`src/rtl/cr_rle_encoder.sv`:
```
// JPEG run/size/amplitude symbol encoder for one quantized 8x8 Cr block, with a one-block pending buffer.
// Optional: define CR_RLE_STATS_EN to add the sym_count output (symbols in the last completed block).
module cr_rle_encoder #(
    parameter int COEF_W = 11,
    parameter int AMP_W  = 12
) (
    input  logic                                clk,
    input  logic                                rst,
    input  logic                                enable,
    input  logic [7:0][7:0][COEF_W-1:0]         Q,
    output logic                                sym_valid,
    input  logic                                sym_ready,
    output logic                                sym_is_dc,
    output logic                                sym_eob,
    output logic [3:0]                          sym_run,
    output logic [3:0]                          sym_size,
    output logic [AMP_W-1:0]                    sym_amp,
    output logic                                block_done,
    output logic                                busy,
    output logic                                overflow
`ifdef CR_RLE_STATS_EN
    ,
    output logic [6:0]                          sym_count
`endif
);

    // Natural (row*8+col) position of each zigzag index.
    localparam logic [5:0] ZZ [64] = '{
        6'd0,  6'd1,  6'd8,  6'd16, 6'd9,  6'd2,  6'd3,  6'd10,
        6'd17, 6'd24, 6'd32, 6'd25, 6'd18, 6'd11, 6'd4,  6'd5,
        6'd12, 6'd19, 6'd26, 6'd33, 6'd40, 6'd48, 6'd41, 6'd34,
        6'd27, 6'd20, 6'd13, 6'd6,  6'd7,  6'd14, 6'd21, 6'd28,
        6'd35, 6'd42, 6'd49, 6'd56, 6'd57, 6'd50, 6'd43, 6'd36,
        6'd29, 6'd22, 6'd15, 6'd23, 6'd30, 6'd37, 6'd44, 6'd51,
        6'd58, 6'd59, 6'd52, 6'd45, 6'd38, 6'd31, 6'd39, 6'd46,
        6'd53, 6'd60, 6'd61, 6'd54, 6'd47, 6'd55, 6'd62, 6'd63
    };

    typedef enum logic [1:0] {IDLE, DC, AC, EOB} state_t;

    state_t                    state;
    logic                      act_full;
    logic                      pend_full;
    logic signed [COEF_W-1:0]  act_buf  [64];
    logic signed [COEF_W-1:0]  pend_buf [64];
    logic signed [COEF_W-1:0]  zz_q     [64];
    logic signed [COEF_W-1:0]  prev_dc;
    logic signed [COEF_W-1:0]  cur_coef;
    logic [5:0]                idx;
    logic [5:0]                run;
    logic                      sym_last;
    logic                      accept;
    logic [AMP_W-1:0]          dc_diff;
    logic [AMP_W-1:0]          ac_val;
    logic [3:0]                dc_size;
    logic [3:0]                ac_size;
    logic [AMP_W-1:0]          dc_amp;
    logic [AMP_W-1:0]          ac_amp;

    function automatic logic [3:0] mag_size(input logic [AMP_W-1:0] v);
        logic [AMP_W-1:0] m;
        mag_size = '0;
        m = v[AMP_W-1] ? (~v + AMP_W'(1)) : v;
        for (int unsigned i = 0; i < AMP_W; i++) begin
            if (m[i]) mag_size = 4'(i + 1);
        end
    endfunction

    function automatic logic [AMP_W-1:0] mag_amp(input logic [AMP_W-1:0] v, input logic [3:0] size);
        logic [AMP_W-1:0] mask;
        mask = (AMP_W'(1) << size) - AMP_W'(1);
        mag_amp = v[AMP_W-1] ? ((v - AMP_W'(1)) & mask) : v;
    endfunction

    always_comb begin
        for (int unsigned i = 0; i < 64; i++) begin
            zz_q[i] = Q[ZZ[i][5:3]][ZZ[i][2:0]];
        end
        cur_coef = act_buf[idx];
        dc_diff  = AMP_W'(act_buf[0]) - AMP_W'(prev_dc);
        ac_val   = AMP_W'(cur_coef);
        dc_size  = mag_size(dc_diff);
        ac_size  = mag_size(ac_val);
        dc_amp   = mag_amp(dc_diff, dc_size);
        ac_amp   = mag_amp(ac_val, ac_size);
    end

    assign accept     = sym_valid & sym_ready;
    assign block_done = accept & sym_last;
    assign busy       = act_full;

    // A strobe coinciding with block_done lands in the active slot only when nothing is pending.
    always_ff @(posedge clk or posedge rst) begin
        if (rst) begin
            act_full  <= 1'b0;
            pend_full <= 1'b0;
            overflow  <= 1'b0;
        end else if (block_done) begin
            if (pend_full) begin
                act_full  <= 1'b1;
                pend_full <= 1'b0;
                if (enable) overflow <= 1'b1;
            end else begin
                act_full <= enable;
            end
        end else if (enable) begin
            if (!act_full)       act_full  <= 1'b1;
            else if (!pend_full) pend_full <= 1'b1;
            else                 overflow  <= 1'b1;
        end
    end

    always_ff @(posedge clk) begin
        if (block_done && pend_full) begin
            act_buf <= pend_buf;
        end else if (enable && (block_done || !act_full)) begin
            act_buf <= zz_q;
        end
        if (enable && !block_done && act_full && !pend_full) begin
            pend_buf <= zz_q;
        end
    end

    always_ff @(posedge clk or posedge rst) begin
        if (rst) begin
            state     <= IDLE;
            sym_valid <= 1'b0;
            sym_is_dc <= 1'b0;
            sym_eob   <= 1'b0;
            sym_run   <= '0;
            sym_size  <= '0;
            sym_amp   <= '0;
            sym_last  <= 1'b0;
            idx       <= '0;
            run       <= '0;
            prev_dc   <= '0;
        end else begin
            case (state)
                IDLE: begin
                    if (act_full) begin
                        sym_valid <= 1'b1;
                        sym_is_dc <= 1'b1;
                        sym_eob   <= 1'b0;
                        sym_run   <= '0;
                        sym_size  <= dc_size;
                        sym_amp   <= dc_amp;
                        sym_last  <= 1'b0;
                        idx       <= 6'd1;
                        run       <= '0;
                        state     <= DC;
                    end
                end
                DC: begin
                    if (accept) begin
                        prev_dc   <= act_buf[0];
                        sym_valid <= 1'b0;
                        sym_is_dc <= 1'b0;
                        state     <= AC;
                    end
                end
                AC: begin
                    if (block_done) begin
                        sym_valid <= 1'b0;
                        sym_last  <= 1'b0;
                        state     <= IDLE;
                    end else if (!sym_valid || accept) begin
                        if (cur_coef == '0) begin
                            if (idx == 6'd63) begin
                                sym_valid <= 1'b1;
                                sym_eob   <= 1'b1;
                                sym_run   <= '0;
                                sym_size  <= '0;
                                sym_amp   <= '0;
                                sym_last  <= 1'b1;
                                state     <= EOB;
                            end else begin
                                sym_valid <= 1'b0;
                                idx       <= idx + 6'd1;
                                run       <= run + 6'd1;
                            end
                        end else if (run >= 6'd16) begin
                            // ZRL keeps the scan on the same index until the run fits in 4 bits.
                            sym_valid <= 1'b1;
                            sym_run   <= 4'd15;
                            sym_size  <= '0;
                            sym_amp   <= '0;
                            run       <= run - 6'd16;
                        end else begin
                            sym_valid <= 1'b1;
                            sym_run   <= run[3:0];
                            sym_size  <= ac_size;
                            sym_amp   <= ac_amp;
                            run       <= '0;
                            if (idx == 6'd63) sym_last <= 1'b1;
                            else              idx      <= idx + 6'd1;
                        end
                    end
                end
                EOB: begin
                    if (accept) begin
                        sym_valid <= 1'b0;
                        sym_eob   <= 1'b0;
                        sym_last  <= 1'b0;
                        state     <= IDLE;
                    end
                end
                default: state <= IDLE;
            endcase
        end
    end

`ifdef CR_RLE_STATS_EN
    logic [6:0] sym_tally;

    always_ff @(posedge clk or posedge rst) begin
        if (rst) begin
            sym_tally <= '0;
            sym_count <= '0;
        end else if (accept) begin
            if (block_done) begin
                sym_count <= sym_tally + 7'd1;
                sym_tally <= '0;
            end else begin
                sym_tally <= sym_tally + 7'd1;
            end
        end
    end
`endif

endmodule

```
`config.mk`:
```
export PLATFORM = sky130hd
export DESIGN_NAME = cr_rle_encoder
export DESIGN_NICKNAME = d
export VERILOG_FILES = /design/src/rtl/cr_rle_encoder.sv
export SDC_FILE = /design/constraint.sdc
export NUM_CORES = 2
export LEC_CHECK = 0
export CORE_ASPECT_RATIO = 2
export CORE_MARGIN = 2
export CORE_UTILIZATION = 35
export DETAILED_ROUTE_END_ITERATION = 7
export PLACE_DENSITY = 0.55
export SLEW_MARGIN = 10
export SYNTH_ARGS = -nofsm -noshare
export SYNTH_HDL_FRONTEND = slang
export SYNTH_SLANG_ARGS = --single-unit
```
`constraint.sdc`:
```
create_clock -name clk -period 60.6 [get_ports clk]
set_input_delay 6.06 -clock clk [delete_from_list [all_inputs] [get_ports clk]]
set_output_delay 6.06 -clock clk [all_outputs]
set_load 0.05 [all_outputs]
```
==> flow_metrics.tcl <==
set metrics [dict create \
    status "finished clean" \
    ys_ff_latch 1460 \
    dpl.hpwl_um 133000 \
    finalNonFillerCells 6550 \
    cp_slowest_cell "clkdlybuf4s50_1" \
    grt_setup_unrepaired "no" \
    drive_gt1_frac 0.280 \
    fp.coreArea_um2 175000 \
    die_y_um 597 \
    syn2layout_area_growth_pct 23.5 \
    timing.final.crit_share 0.232 \
    post_cts_buffers 0 \
    first_pass_iters 7 \
    finClkSkew_ns 0.0398 \
    cp_common_cell "clkdlybuf4s50_1" \
    maxCapViolCount 0 \
    ys_types 88 \
    clkLatencyLatePin_ns 0.79 \
    drc 0 \
    synth-main-ff-cell "edfxtp_1" \
    min_path_type "reg -> reg" \
    cp_num_buf_inv 3 \
    yosysMostFrequentCell "edfxtp_1" \
    gp_congestion 0.926 \
    wl_um 187000 \
    numCtsBuffers 148 \
    slew_headroom 0.222 \
    synthCells 3359 \
    reg2reg_depth 21 \
    ios 734 \
    cp-start-kind "input port" \
    syn_area_per_cell_um2 18.3 \
    irDropWorstVdd_mv 0.0292 \
    tns_ns 0 \
    cts_tree "yes" \
    dp.cells 6274 \
    holdCritStartpoint "overflow" \
    grt_usage 0.205 \
    holdPathEnd "overflow" \
    r2r_slack_ns 52.41 \
    worst_pin_slew_ns 1.14 \
    r2r_end "sym_amp[1]" \
    worst-path-max-fanout 5 \
    path_class "in -> out" \
    die-area_um2 180000 \
    finalHoldViolations 0 \
    grt-ovfl-total 0 \
    nets 4857 \
    fmax_mhz 71.2 \
    hold_depth 1 \
    vias 33900 \
    root_buffer "clkbuf_16" \
    leakage_uw 0.0242 \
    cpLargestDelayFamily "buffers and inverters" \
    yosys.area.top_type "edfxtp_1" \
    grt_max_degree 172 \
    async_flop_share 0.0356 \
    synth_top_cells_by_count "edfxtp_1 (1408), mux2_2 (729), mux4_2 (158)" \
    synth_area_um2 61600 \
    yosysTopAreaCellShare 0.686 \
    design_area_um2 76100 \
    seq_area_frac_synth 0.707 \
    cts-htree-levels 4 \
    netlist_top_cells_area "edfxtp_1 (69%), mux2_2 (13%), mux4_2 (5.8%)" \
    r2r_start "idx[0]" \
    slew_viol_final 0 \
    synth_edf_count 1408 \
    period_needed_ns 14.04 \
    drt_first_iter_violations 2277 \
    crit_chain "clkdlybuf4s50_1 -> nand3_1 -> inv_1 -> clkdlybuf4s50_1" \
    cts_resized 0 \
    vias_per_cell 5.18 \
    cts_buffer_depth 4 \
    grt_first_pass_wirelength_um 263000 \
    postRouteAntennaNets 0 \
    die_w_um 301 \
    rows 217 \
    setup_violations 0 \
    crit_arrival_ns 7.98 \
    fill_cells 15700 \
    cpPeakStageDelay_ns 0.84 \
    initial_core_util 0.352 \
    hold_buffers 0 \
    numClockSinks 1460 \
    wl_per_cell_um 28.5 \
    grt_pass1_vias 35900 \
    antenna_found_initial 77 \
    synth-warning-count 0 \
    numPortBuffers 733 \
    worstPathRequired_ns 54.54 \
    endpoint_kind "output pin" \
    dpl_cell_area_um2 71600 \
    power_density_nw_per_um2 34.4 \
    clk_pin_slew_ns 0.06 \
    syn_nets 4091 \
]
[placed cells by master, fill, tap and decap left out, drive strengths merged, types with 23 or more instances in the layout]
master         count
a21oi             74
a22oi             43
buf               59
clkbuf           174
clkdlybuf4s50    733
clkinv            55
dfrtp             52
diode             26
edfxtp          1408
ha                23
inv               43
mux2             729
mux2i             62
mux4             158
nand2             90
nand3             48
nor2              62
o211ai            23
o21ai             47
[per-stage QoR]
step / setup WS [ns] / utilization / hold slack (ns) / total power [µW]
floorplan: 4.25 / - / 0.454 / 1510
finish: 46.56 / 0.435 / 0.470 / 2620
global placement: 46.55 / 0.410 / 0.453 / 1780
detailed placement: 46.57 / 0.410 / 0.456 / 1780
CTS: 46.57 / 0.435 / 0.475 / 2660
global route: 46.48 / 0.435 / 0.487 / 2720
[layout make-up]
type / instances / area, µm² / area share
multi-input cells: 1688 / 17200 / 0.225
repair buffers: 792 / 7880 / 0.103
well taps: 2299 / 2880 / 0.0378
flip-flops and latches: 1460 / 43600 / 0.573
clock buffers: 174 / 3860 / 0.0508
diodes: 26 / 65.1 / 0.000854
inverters: 35 / 131 / 0.00173
clock inverters: 76 / 569 / 0.00748
[how the worst max path moves through the flow]
stage	end	slack [ns]	depth (start not counted)	startpoint
final	block_done	46.56	4	sym_ready
after floorplan	pend_buf[0]	4.25	3	sym_ready
after global placement	block_done	46.55	4	sym_ready
after detailed placement	block_done	46.57	4	sym_ready
after CTS	block_done	46.57	4	sym_ready
after global routing	block_done	46.48	4	sym_ready
[registers in the layout (all words and copies together), names as in the netlist]
signal and flops:
busy 1, sym_eob 1, act_buf 704, prev_dc 11, idx 6, sym_run 4, overflow 1, sym_last 1
sym_amp 12, pend_buf 704, sym_size 4, state 2, sym_valid 1, pend_full 1, sym_is_dc 1, run 6
[kinds of logic (layout without fill, tap and decap cells)]
family | after synthesis | in the layout | synth area share
AOI/OAI and AO/OA | 359 | 359 | 0.0413
adders and majority gates | 24 | 24 | 0.00499
DFF | 1460 | 1460 | 0.707
xor gates and xnor gates | 18 | 18 | 0.00256
and+or+nand+nor | 338 | 338 | 0.0280
buffers and inverters | 211 | 1077 | 0.0151
muxes | 949 | 949 | 0.201
other | 0 | 26 | 0
[per-layer routing]
layer | part of all wire | GRT usage | up-vias
met1 | 0.36 | 0.222 | 17200
met2 | 0.53 | 0.368 | 1069
met3 | 0.071 | 0.0590 | 363
met5 | 0.0030 | 0 | -
li1 | - | - | 15200
met4 | 0.044 | 0.0907 | 88
[power breakdown]
part           total (µW)  switching [µW]  internal [µW]  leakage (µW)
logic                 617             373            244       0.00877
registers            1130            12.2           1120        0.0133
clock network         877             391            486       0.00216
total                2620             777           1850        0.0242
No activity file was read; power rests on OpenSTA's default activity.
